[config.mk]
export PLATFORM = sky130hd
export DESIGN_NAME = seq_shifter_flat
export DESIGN_NICKNAME = d
export VERILOG_FILES = /design/src/rtl/seq_shift_pkg.sv /design/src/rtl/seq_shifter_if.sv /design/src/rtl/seq_shifter_shift_step.sv /design/src/rtl/seq_shifter.sv /design/src/flat_wrapper.sv
export SDC_FILE = /design/constraint.sdc
export NUM_CORES = 1
export LEC_CHECK = 0
export BUFFER_PORTS_ARGS = -buffer_cell sky130_fd_sc_hd__buf_2
export CORE_MARGIN = 2
export CORE_UTILIZATION = 51
export DETAILED_ROUTE_END_ITERATION = 8
export GPL_ROUTABILITY_DRIVEN = 0
export HOLD_SLACK_MARGIN = 0.1
export MAX_ROUTING_LAYER = met4
export PLACE_DENSITY = 0.88
export SKIP_LAST_GASP = 1
export SYNTH_ARGS = -nofsm -noshare
export SYNTH_HDL_FRONTEND = slang
export SYNTH_HIERARCHICAL = 1
export SYNTH_SLANG_ARGS = --single-unit
[constraint.sdc]
create_clock -name clock -period 2.4 [get_ports clock]
set_input_delay 0.48 -clock clock [delete_from_list [all_inputs] [get_ports clock]]
set_output_delay 0.48 -clock clock [all_outputs]
set_load 0.005 [all_outputs]
[src/rtl/seq_shift_pkg.sv]
// rtl/seq_shift_pkg.sv - mode encodings, FSM states and effective shift amount for seq_shifter
package seq_shift_pkg;

  localparam logic [2:0] MODE_SHR  = 3'd0;
  localparam logic [2:0] MODE_SHRA = 3'd1;
  localparam logic [2:0] MODE_SHL  = 3'd2;
  localparam logic [2:0] MODE_ROR  = 3'd3;
  localparam logic [2:0] MODE_ROL  = 3'd4;

  typedef enum logic [1:0] {
    IDLE,
    SHIFT,
    DONE
  } state_e;

  // Widest operand the amount helper accepts; narrower B is zero-extended.
  localparam int AMT_MAX_W = 128;

  function automatic int unsigned shift_amount(input logic [2:0] mode,
                                               input logic [AMT_MAX_W-1:0] b,
                                               input int unsigned width);
    logic [AMT_MAX_W-1:0] w;
    w = AMT_MAX_W'(width);
    case (mode)
      MODE_SHR, MODE_SHRA, MODE_SHL: shift_amount = (b >= w) ? width : 32'(b);
      MODE_ROR, MODE_ROL:            shift_amount = 32'(b % w);
      default:                       shift_amount = 0;
    endcase
  endfunction

endpackage

[src/rtl/seq_shifter_if.sv]
// rtl/seq_shifter_if.sv - start/done request bus between control unit and seq_shifter
interface seq_shifter_if #(
  parameter int WIDTH = 32
);
  logic             start;
  logic [2:0]       mode;
  logic [WIDTH-1:0] A;
  logic [WIDTH-1:0] B;
  logic             busy;
  logic             done;
  logic [WIDTH-1:0] Result;

  modport master (output start, mode, A, B, input busy, done, Result);
  modport slave  (input start, mode, A, B, output busy, done, Result);
endinterface

[src/rtl/seq_shifter_shift_step.sv]
// rtl/seq_shifter_shift_step.sv - combinational shift of value by k (1..STEP) places in a given mode
module shift_step
  import seq_shift_pkg::*;
#(
  parameter int WIDTH = 32,
  parameter int STEP  = 1,
  parameter int KW    = $clog2(STEP + 1)
) (
  input  logic [WIDTH-1:0] value,
  input  logic [2:0]       mode,
  input  logic [KW-1:0]    k,
  output logic [WIDTH-1:0] shifted
);

  // Complementary distance for rotates; k==WIDTH gives 0, i.e. value unchanged.
  logic [31:0] rk;
  assign rk = 32'(WIDTH) - 32'(k);

  always_comb begin
    shifted = value;
    case (mode)
      MODE_SHR:  shifted = value >> k;
      MODE_SHRA: shifted = $signed(value) >>> k;
      MODE_SHL:  shifted = value << k;
      MODE_ROR:  shifted = (value >> k) | (value << rk);
      MODE_ROL:  shifted = (value << k) | (value >> rk);
      default:   shifted = value;
    endcase
  end

endmodule

[src/rtl/seq_shifter.sv]
// rtl/seq_shifter.sv - multi-cycle shifter, up to STEP bits per clock under start/done handshake
module seq_shifter
  import seq_shift_pkg::*;
#(
  parameter int WIDTH = 32,
  parameter int STEP  = 1,
  parameter int CNT_W = $clog2(WIDTH + 1)
) (
  input logic         clock,
  input logic         clear,
  seq_shifter_if.slave bus
);

  localparam int KW = $clog2(STEP + 1);

  state_e           state;
  logic [2:0]       mode_q;
  logic [CNT_W-1:0] count;
  logic [CNT_W-1:0] n;
  logic [CNT_W-1:0] k_cnt;
  logic [KW-1:0]    k;
  logic [WIDTH-1:0] result_q;
  logic [WIDTH-1:0] stepped;
  logic             busy_q;
  logic             done_q;

  assign n     = CNT_W'(shift_amount(bus.mode, AMT_MAX_W'(bus.B), WIDTH));
  assign k_cnt = (count > CNT_W'(STEP)) ? CNT_W'(STEP) : count;
  assign k     = KW'(k_cnt);

  shift_step #(
    .WIDTH (WIDTH),
    .STEP  (STEP)
  ) u_step (
    .value   (result_q),
    .mode    (mode_q),
    .k       (k),
    .shifted (stepped)
  );

  always_ff @(posedge clock or negedge clear) begin
    if (!clear) begin
      state    <= IDLE;
      mode_q   <= MODE_SHR;
      count    <= '0;
      result_q <= '0;
      busy_q   <= 1'b0;
      done_q   <= 1'b0;
    end else begin
      case (state)
        IDLE: begin
          if (bus.start) begin
            result_q <= bus.A;
            mode_q   <= bus.mode;
            count    <= n;
            busy_q   <= 1'b1;
            if (n == '0) begin
              state  <= DONE;
              done_q <= 1'b1;
            end else begin
              state  <= SHIFT;
            end
          end
        end
        SHIFT: begin
          result_q <= stepped;
          count    <= count - k_cnt;
          if (count == k_cnt) begin
            state  <= DONE;
            done_q <= 1'b1;
          end
        end
        DONE: begin
          // start is deliberately not sampled here; a new request waits for IDLE.
          state  <= IDLE;
          busy_q <= 1'b0;
          done_q <= 1'b0;
        end
        default: begin
          state  <= IDLE;
          busy_q <= 1'b0;
          done_q <= 1'b0;
        end
      endcase
    end
  end

  assign bus.busy   = busy_q;
  assign bus.done   = done_q;
  assign bus.Result = result_q;

endmodule
[src/flat_wrapper.sv]
// flat-port wrapper written by rule: the top's interface ports become plain ports
module seq_shifter_flat import seq_shift_pkg::*;
#(
  parameter int WIDTH = 32,
  parameter int STEP  = 1,
  parameter int CNT_W = $clog2(WIDTH + 1)
)
  (clock, clear, bus_start, bus_mode, bus_A, bus_B, bus_busy, bus_done, bus_Result);
  seq_shifter_if #(.WIDTH(WIDTH)) bus_i ();
  input logic clock;
  input logic clear;
  input wire logic [$bits(bus_i.start)-1:0] bus_start;
  input wire logic [$bits(bus_i.mode)-1:0] bus_mode;
  input wire logic [$bits(bus_i.A)-1:0] bus_A;
  input wire logic [$bits(bus_i.B)-1:0] bus_B;
  output wire logic [$bits(bus_i.busy)-1:0] bus_busy;
  output wire logic [$bits(bus_i.done)-1:0] bus_done;
  output wire logic [$bits(bus_i.Result)-1:0] bus_Result;
  assign bus_i.start = bus_start;
  assign bus_i.mode = bus_mode;
  assign bus_i.A = bus_A;
  assign bus_i.B = bus_B;
  assign bus_busy = bus_i.busy;
  assign bus_done = bus_i.done;
  assign bus_Result = bus_i.Result;
  seq_shifter #(.WIDTH(WIDTH), .STEP(STEP), .CNT_W(CNT_W)) u_core (.clock(clock), .clear(clear), .bus(bus_i));
endmodule
======== Word level (Yosys, flattened, before mapping) ========
Cells that the tools add are included.
word-level totals
  logic and storage cells ................. 63
  flip-flop bits (word level) ............. 45
  bits of input ports ..................... 70
  output and inout bits ................... 34
operators by class
  equality and inequality tests ........... 14
  order comparisons ....................... 2
  reductions and logical operators ........ 13
  shifts and indexed selects .............. 5
  $add $sub $neg .......................... 2
  bitwise logic cells ..................... 3
  muxes and demuxes ....................... 18
operators with widths
  operator             count
  $pmux 32 s5          1
  $or 32x32->32        2
  $pmux 32 s2          1
  $ge 32x6->1 const B  1
  $mux 32              1
  $shl 32x1->32        1
  $shl 32x32->32       1
  $shr 32x1->32        1
  $shr 32x32->32       1
  $sshr 32x1->32       1
  $pmux 6 s2           2
  $mux 6               3
  $eq 3x2->1 const B   4
  $reduce_and 2->1     4
  $sub 6x1->7 const A  1
  $eq 3x1->1 const B   2
  $eq 3x3->1 const B   2
  $eq 6x6->1           1
  $gt 6x1->1 const B   1
  $logic_not 3->1      2
  $logic_not 6->1      1
  $mux 2               3
  $ne 6x6->1 const B   1
  $reduce_and 3->1     2
  other kinds (12)     17

======== Longest topological paths before layout ========
Gate-level depths: netlist of run 1.
  word-level depth ........................ 7
  mapped depth ............................ 8
  mapped depth without buffers ............ 7

======== Cells and area by module ========
Netlist of run 1, hierarchy kept.
modules (own cells, without submodules)
  module       cells an instance  area an instance (um^2)  times used
  seq_shifter  223                2260.9                   1
  shift_step   155                925.9                    1

======== Worst setup path after synthesis of run 1 ========
OpenSTA, ideal clock, no wires.
  path type ............................... register to register
  from .................................... register u_core.count[4]
  to ...................................... register u_core.result_q[30], in the netlist u_core/bus.Result[30]
  clock period less this slack ............ 1.876 ns
  setup time .............................. 0.133 ns
  setup slack ............................. 0.524 ns
  cell stages (with the launch flop) ...... 9
  buffers on the path ..................... 1
  data arrival time ....................... 1.743 ns
  cells stage by stage .................... dfrtp_1 > nor3_1 > nand3b_1 > clkbuf_1 > or2_2 > o31a_1 > o211a_1 > mux2i_1 > o21ai_0
on the way
  cells in the longest elaborated chain, start to end .. 7
  elaborated cells between the ends (all ways) .. 12
RTL lines
  element                                                  line                                                        RTL
  start: declaration                                       seq_shifter.sv:18                                           logic [CNT_W-1:0] count;
  start signal: assignment                                 seq_shifter.sv:55                                           count <= n;
  start signal: assignment                                 seq_shifter.sv:67                                           count <= count - k_cnt;
  $gt 6x1->1 (*)                                           seq_shifter.sv:28                                           assign k_cnt = (count > CNT_W'(STEP)) ? CNT_W'(STEP) : count;
  $mux 6 (*)                                               seq_shifter.sv:28
  via u_core.k_cnt[0]                                      seq_shifter.sv:20                                           logic [CNT_W-1:0] k_cnt;
  $sub 6x1->7                                              seq_shifter_shift_step.sv:17                                assign rk = 32'(WIDTH) - 32'(k);
  $shr 32x32->32 / $shl 32x32->32 (equally long branches)  seq_shifter_shift_step.sv:26, seq_shifter_shift_step.sv:25
  $or 32x32->32 (on tied branches)                         seq_shifter_shift_step.sv:26, seq_shifter_shift_step.sv:25
  $pmux 32 s5 (*)                                          seq_shifter_shift_step.sv:21                                case (mode)
  via u_core.stepped[30]                                   seq_shifter.sv:23                                           logic [WIDTH-1:0] stepped;
  $pmux 32 s2 (*)                                          seq_shifter.sv:50                                           case (state)
  end signal: assignment                                   seq_shifter.sv:53                                           result_q <= bus.A;
  end signal: assignment                                   seq_shifter.sv:66                                           result_q <= stepped;
  end: declaration                                         seq_shifter.sv:22                                           logic [WIDTH-1:0] result_q;
Mark *: on every way through the listed nets, which the timed path passes. The rest lies on a longest branch.
A chain may end at the register's enable or synchronous reset.

======== Worst setup path after layout of run 1 ========
  from .................................... register u_core.count[4]
  to ...................................... register u_core.result_q[31], in the netlist u_core/bus.Result[31]
Same word-level chain as after synthesis.

==> impl_metrics.json, run 1 <==
{
  "synth_edf_count": 0,
  "tns_ns": 0,
  "synth.avg_cell_area_um2": 8.43,
  "yosys-top-cells-count": "o21ai_0, dfrtp_1, nand2_1",
  "drtAntennaViolNets": 0,
  "cts_htree_levels": 2,
  "finalWorstSetupSlack_ns": 0.301,
  "total_power_w": 0.00588,
  "die_area_um2": 6900,
  "path_buf_inv": 1,
  "multi_input_area_um2": 1850,
  "async_flop_share_pct": 100,
  "cap_viol_max_count": 0,
  "synthTopCellsByArea": "dfrtp_1, mux2i_1, o21ai_0, a31oi_1, nand2_1",
  "seqCellArea_um2": 1130,
  "synth_warnings": 6,
  "dieHeight_um": 83.1,
  "crit_start": "u_core/count[4]",
  "leakage_nw": 1.77,
  "grt_pass1_vias": 3082,
  "dp_slack_ns": 0.323,
  "crit_family": "simple AND/OR/NAND/NOR gates",
  "cts.sinks": 45,
  "ctsHoldBuffers": 0,
  "nets": 541,
  "outcome": "completed",
  "cts_made_buffers": 5,
  "clk_pin_slew_ns": 0.09,
  "grt.overflow.total": 0,
  "dr_total_vias": 3300,
  "drtIter0Drc": 344,
  "synth_ff_type": "dfrtp_1",
  "slew_headroom_pct": 53.4,
  "synth_top_area_cell": "dfrtp_1",
  "drv_slew": 0,
  "synth_seq_cells": 45,
  "setup.worst_path.start_class": "flip-flop",
  "synth_cell_types": 50,
  "cts-resized-gates": 0,
  "post_cts_buffers": 0,
  "syn_area_um2": 3190,
  "post_drt_wl_per_cell_um": 15.8,
  "reg2reg_depth": 8,
  "arrival_ns": 2.27,
  "max_stage_delay_ns": 0.42,
  "synth_nets": 450,
  "worstPathCellList": "nor3_1, nand3b_1, buf_4, nor2b_1, a22o_1, a221o_1, mux2i_1, o21ai_0",
  "ys_seq_area_share_pct": 35.3,
  "r2r_start": "u_core/count[4]",
  "root_buffer": "clkbuf_8",
  "cts_tree": "done",
  "powerDensity_nw_per_um2": 1530,
  "ios": 104,
  "wl_mm": 8.61,
  "clock_skew_ns": 0.00847,
  "crit_required_ns": 2.57,
  "clockBufferDepth": 2,
  "fillers": 507,
  "fin_crit_ns": 2.10,
  "diodes": 0,
  "buffer_ports.inserted": 103,
  "cp-end-kind": "flip-flop",
  "drive_above_1_share_pct": 30.6,
  "antenna_found_initial": 0,
  "die_w_um": 83.1,
  "critPathKind": "flip-flop to flip-flop",
  "grt_use_total_pct": 24.9,
  "core_um2": 5990,
  "start_util_pct": 53.2,
  "syn_to_final_growth_pct": 20.5,
  "yosysMostFrequentCell": "o21ai_0",
  "crit_slowest_cell": "dfrtp_1",
  "dp_hpwl_mm": 6.16,
  "clk_latency_ns": 0.30,
  "worstPathMaxFanout": 13,
  "tightest_slew_ns": 0.699,
  "cp_num_cells": 8,
  "grt_max_degree": 53,
  "grt_setup_unrepaired": "false",
  "grt_pass1_wl_mm": 14.1,
  "yosys.area.top_type_share_pct": 35.3,
  "irDropWorstVdd_mv": 0.788,
  "drc": 0,
  "viasPerCell": 6.06,
  "synthCells": 378,
  "fin_crit_sh_pct": 87.5,
  "fmax_ghz": 0.476,
  "finalHoldViolations": 0,
  "rows": 28,
  "setup_viol": 0,
  "hold_class": "input port to async pin",
  "dr.pass1.iters": 5
}
-- through the flow --
step / util (%) / cells / area, um2 / hold slack, ns
final: 64.1 / 545 / 3840 / 0.213
after CTS: 64.1 / 545 / 3840 / 0.231
after floorplan: - / 378 / 3190 / 0.184
after detailed placement: 62.2 / 537 / 3720 / 0.474
after global placement: 62.2 / 537 / 3720 / 0.468
after global routing: 64.1 / 545 / 3840 / 0.250
-- cells in the final DEF, fill, tap and decap left out, types with 3 or more instances in the layout --
| cell | instances |
|---|---|
| a21oi_1 | 25 |
| nor4_1 | 5 |
| nand3_1 | 26 |
| inv_1 | 4 |
| clkbuf_8 | 6 |
| mux2i_1 | 33 |
| nor2b_1 | 4 |
| nand2b_1 | 5 |
| o221a_2 | 4 |
| buf_2 | 103 |
| o211a_1 | 3 |
| buf_4 | 13 |
| dfrtp_1 | 45 |
| a31oi_1 | 25 |
| o21ai_0 | 66 |
| a22oi_1 | 3 |
| or3_1 | 6 |
| nor2_1 | 7 |
| nand2_1 | 41 |
-- worst reg2reg max path, delay by kind of cell (launching register included) --
kind	cells	cell delay [ns]
multiplexers	1	0.13
AO/OA/AOI/OAI	3	0.57
flip-flops	1	0.42
AND/OR/NAND/NOR	3	0.62
buffers and inverters	1	0.22
-- logic make-up (layout without fill, tap and decap cells) --
family | after synthesis | after routing | share of synthesized area [%]
AND/OR/NAND/NOR | 113 | 113 | 18.2
AO/OA/AOI/OAI | 145 | 145 | 27.7
adder cells (fa/ha/maj) | 2 | 2 | 0.785
buffers and inverters | 38 | 130 | 6.91
flip-flops | 45 | 45 | 35.3
multiplexers | 35 | 35 | 11.1
-- power by group --
part / internal, W / switching [W] / leakage, nW
Clock: 0.000340 / 0.000266 / 0.0585
Sequential: 0.00116 / 0.000551 / 0.545
Combinational: 0.00163 / 0.00194 / 1.16
-- final timing paths --
path	slack, ns	endpoint
setup reg to reg	0.30	u_core/bus.Result[31]
hold reg to reg	0.49	u_core/bus.busy
max in group asynchronous	1.59	u_core/bus.Result[8]
setup / recovery	0.30	u_core/bus.Result[31]
min in group clock	0.41	u_core/count[2]
hold / removal	0.21	u_core/bus.Result[27]
-- routing by layer --
layer,track usage (%),vias up,part of all wire [%]
li1,-,1586,-
met1,30.7,1504,41
met2,42.7,196,48
met3,4.77,14,9.2
met4,4.92,0,1.1
met5,-,-,0
-- area by class of cell --
cell class                      count  share of cell area (%)
Multi-Input combinational cell    295                    48.2
Sequential cell                    45                    29.3
Timing Repair Buffer              117                    16.5
Tap cell                           75                    2.44
Clock buffer                        7                    2.25
Clock inverter                      1                   0.782
Inverter                            5                   0.489
-- flip-flops by register name, summed over array words and instances (netlist names) --
register,flops
u_core/bus.Result,32
u_core/bus.busy,1
u_core/bus.done,1
u_core/count,6
u_core/mode_q,3
u_core/state,2
Power figures use the tool's default switching activity.
==> run 2, diff against run 1 <==
Settings changed: CORE_UTILIZATION 51 to 48, CTS_CLUSTER_SIZE set to 20, PLACE_DENSITY 0.88 to 0.87, SYNTH_HIERARCHICAL 1 to not set.
==> run 2 against run 1 <==
Against the previous run: critical path depth fell by 3; sequential power decreased by 9%; core utilization down 1.7 points; flip-flop and latch count did not move; clock power down 18%; critical endpoint is now u_core.bus.Result[31]; sequential share of layout area increased by 5.8 points; register-to-register slack improved by 0.08 ns; non-clock buffer count down 9; first-iteration DRC count fell by 40%.
==> impl_metrics.json, run 2 <==
{
  "synth_cell_types": 41,
  "hold_class": "input port to async pin",
  "die_w_um": 77.2,
  "leakage_nw": 1.54,
  "holdWs_ns": 0.156,
  "slew_headroom_pct": 36.9,
  "yosys.area_share.simple_pct": 22.4,
  "worstPathMaxFanout": 31,
  "drc": 0,
  "cap_viol_max_count": 0,
  "cpMostUsedCell": "a21oi_1",
  "start_util_pct": 50.0,
  "post_drt_wl_per_cell_um": 14.5,
  "critPathKind": "flip-flop to flip-flop",
  "yosysMostFrequentCell": "nand2_1",
  "synth_mux_area_share_pct": 0,
  "synth_top_area_cell": "dfrtp_1",
  "finalHoldViolations": 0,
  "dieHeight_um": 77.2,
  "ctsHoldBuffers": 0,
  "synth-compound-area-share_pct": 27.0,
  "seqCellArea_um2": 1130,
  "root_buffer": "clkbuf_8",
  "synth_top_family_by_area": "compound AO/OA/AOI/OAI gates",
  "tns_ns": 0,
  "async_flop_share_pct": 100,
  "synthAdderAreaFrac_pct": 0.974,
  "crit_slowest_cell": "and2b_1",
  "final_cell_mix": "buf_2, nand2_1, dfrtp_1",
  "dr.pass1.iters": 4,
  "cts_htree_levels": 2,
  "ios": 104,
  "setup_viol": 0,
  "fin_crit_sh_pct": 84.0,
  "cts_made_buffers": 5,
  "fillers": 465,
  "grt_pass1_wl_mm": 11.3,
  "synth_seq_cells": 45,
  "synth_edf_count": 0,
  "cp-end-kind": "flip-flop",
  "total_power_w": 0.00433,
  "irDropWorstVdd_mv": 0.780,
  "arrival_ns": 2.26,
  "clock_skew_ns": 0.00772,
  "synth.avg_cell_area_um2": 8.83,
  "syn_area_um2": 2570,
  "clockBufferDepth": 2,
  "worstPathCellList": "xor2_1, and2b_1, a21oi_1, a21oi_1, o22a_1",
  "grt_max_degree": 33,
  "grt.overflow.total": 0,
  "rows": 26,
  "cts-resized-gates": 0,
  "drive_above_1_share_pct": 31.8,
  "fin_crit_ns": 2.02,
  "dr_total_vias": 2606,
  "clk_latency_ns": 0.30,
  "grt_setup_unrepaired": "false",
  "layout_commonest_cell": "buf_2",
  "multi_input_area_um2": 1300,
  "ys_seq_area_share_pct": 43.8,
  "drv_slew": 0,
  "reg2reg_to": "u_core.bus.Result[31]",
  "diodes": 0,
  "synth_ff_type": "dfrtp_1",
  "synthCells": 291,
  "r2r_start": "u_core.mode_q[2]",
  "crit_required_ns": 2.64,
  "grt_pass1_vias": 2473,
  "max_stage_delay_ns": 0.78,
  "clk_pin_slew_ns": 0.09,
  "nets": 458,
  "synth_warnings": 0,
  "powerDensity_nw_per_um2": 1350,
  "post_cts_buffers": 0,
  "reg2reg_depth": 5,
  "drtIter0Drc": 206,
  "crit_family": "simple AND/OR/NAND/NOR gates",
  "reg2reg_setup_slack_ns": 0.38,
  "setup.worst_path.start_class": "flip-flop",
  "yosys.area.top_type_share_pct": 43.8,
  "core_um2": 5140,
  "die_area_um2": 5950,
  "grt_use_total_pct": 23.8,
  "syn_to_final_growth_pct": 24.9,
  "fmax_ghz": 0.496,
  "buffer_ports.inserted": 103,
  "cts_tree": "done",
  "wl_mm": 6.63,
  "viasPerCell": 5.70,
  "path_buf_inv": 0,
  "yosys-top-cells-count": "nand2_1, dfrtp_1, a21oi_1",
  "cts.sinks": 45,
  "outcome": "completed",
  "largest_register_ffs": 32,
  "drtAntennaViolNets": 0,
  "dp_hpwl_mm": 4.78,
  "tightest_slew_ns": 0.947,
  "antenna_found_initial": 0,
  "synthTopCellsByArea": "dfrtp_1, a221o_1, nand2_1, a21oi_1, o21ai_0",
  "synth-xor-area-share_pct": 0.341,
  "synth_nets": 363
}
[run 2: final cells by class]
type                       count  area share [%]
tap                           70            2.73
inverter                       5           0.585
sequential                    45            35.1
clock inverter                 2           0.429
multi-input combinational    221            40.6
clock buffer                   6            2.57
timing repair buffer         108            18.0
[run 2: per-stage QoR]
stage | setup slack (ns) | area (um2) | instances | util [%]
floorplan | 0.662 | 2570 | 291 | -
global placement | 0.479 | 3110 | 449 | 60.5
detailed placement | 0.393 | 3110 | 449 | 60.5
CTS | 0.382 | 3210 | 457 | 62.4
global route | 0.172 | 3210 | 457 | 62.4
finish | 0.383 | 3210 | 457 | 62.4
[run 2: how the worst max path moves through the flow]
stage | startpoint | to | slack (ns) | depth (start not counted)
floorplan | u_core.count[2] | u_core.count[4] | 0.66 | 6
global placement | u_core.mode_q[2] | u_core.bus.Result[31] | 0.48 | 5
detailed placement | u_core.mode_q[2] | u_core.bus.Result[31] | 0.39 | 5
CTS | u_core.mode_q[2] | u_core.bus.Result[31] | 0.38 | 5
global route | u_core.mode_q[2] | u_core.bus.Result[15] | 0.17 | 5
finish | u_core.mode_q[2] | u_core.bus.Result[31] | 0.38 | 5
[run 2: routing by layer]
metal	track usage (%)	wire length (um)	up-vias
li1	-	-	1268
met1	29.1	2820	1250
met2	39.7	3380	74
met3	4.00	316	14
met4	8.57	113	0
met5	-	0	-
[run 2: cell families (layout without fill, tap and decap cells)]
logic type / count (synthesis) / after routing
AO/OA/AOI/OAI: 95 / 95
XOR/XNOR: 1 / 1
adder cells (fa/ha/maj): 2 / 2
buffers and inverters: 25 / 121
flip-flops: 45 / 45
AND/OR/NAND/NOR: 123 / 123
[run 2: where the power goes]
| group | internal [W] | leakage, nW | switching, W |
|---|---|---|---|
| Combinational | 0.00105 | 0.927 | 0.00124 |
| Sequential | 0.00113 | 0.558 | 0.000428 |
| Clock | 0.000234 | 0.0512 | 0.000261 |
| Total | 0.00241 | 1.54 | 0.00193 |
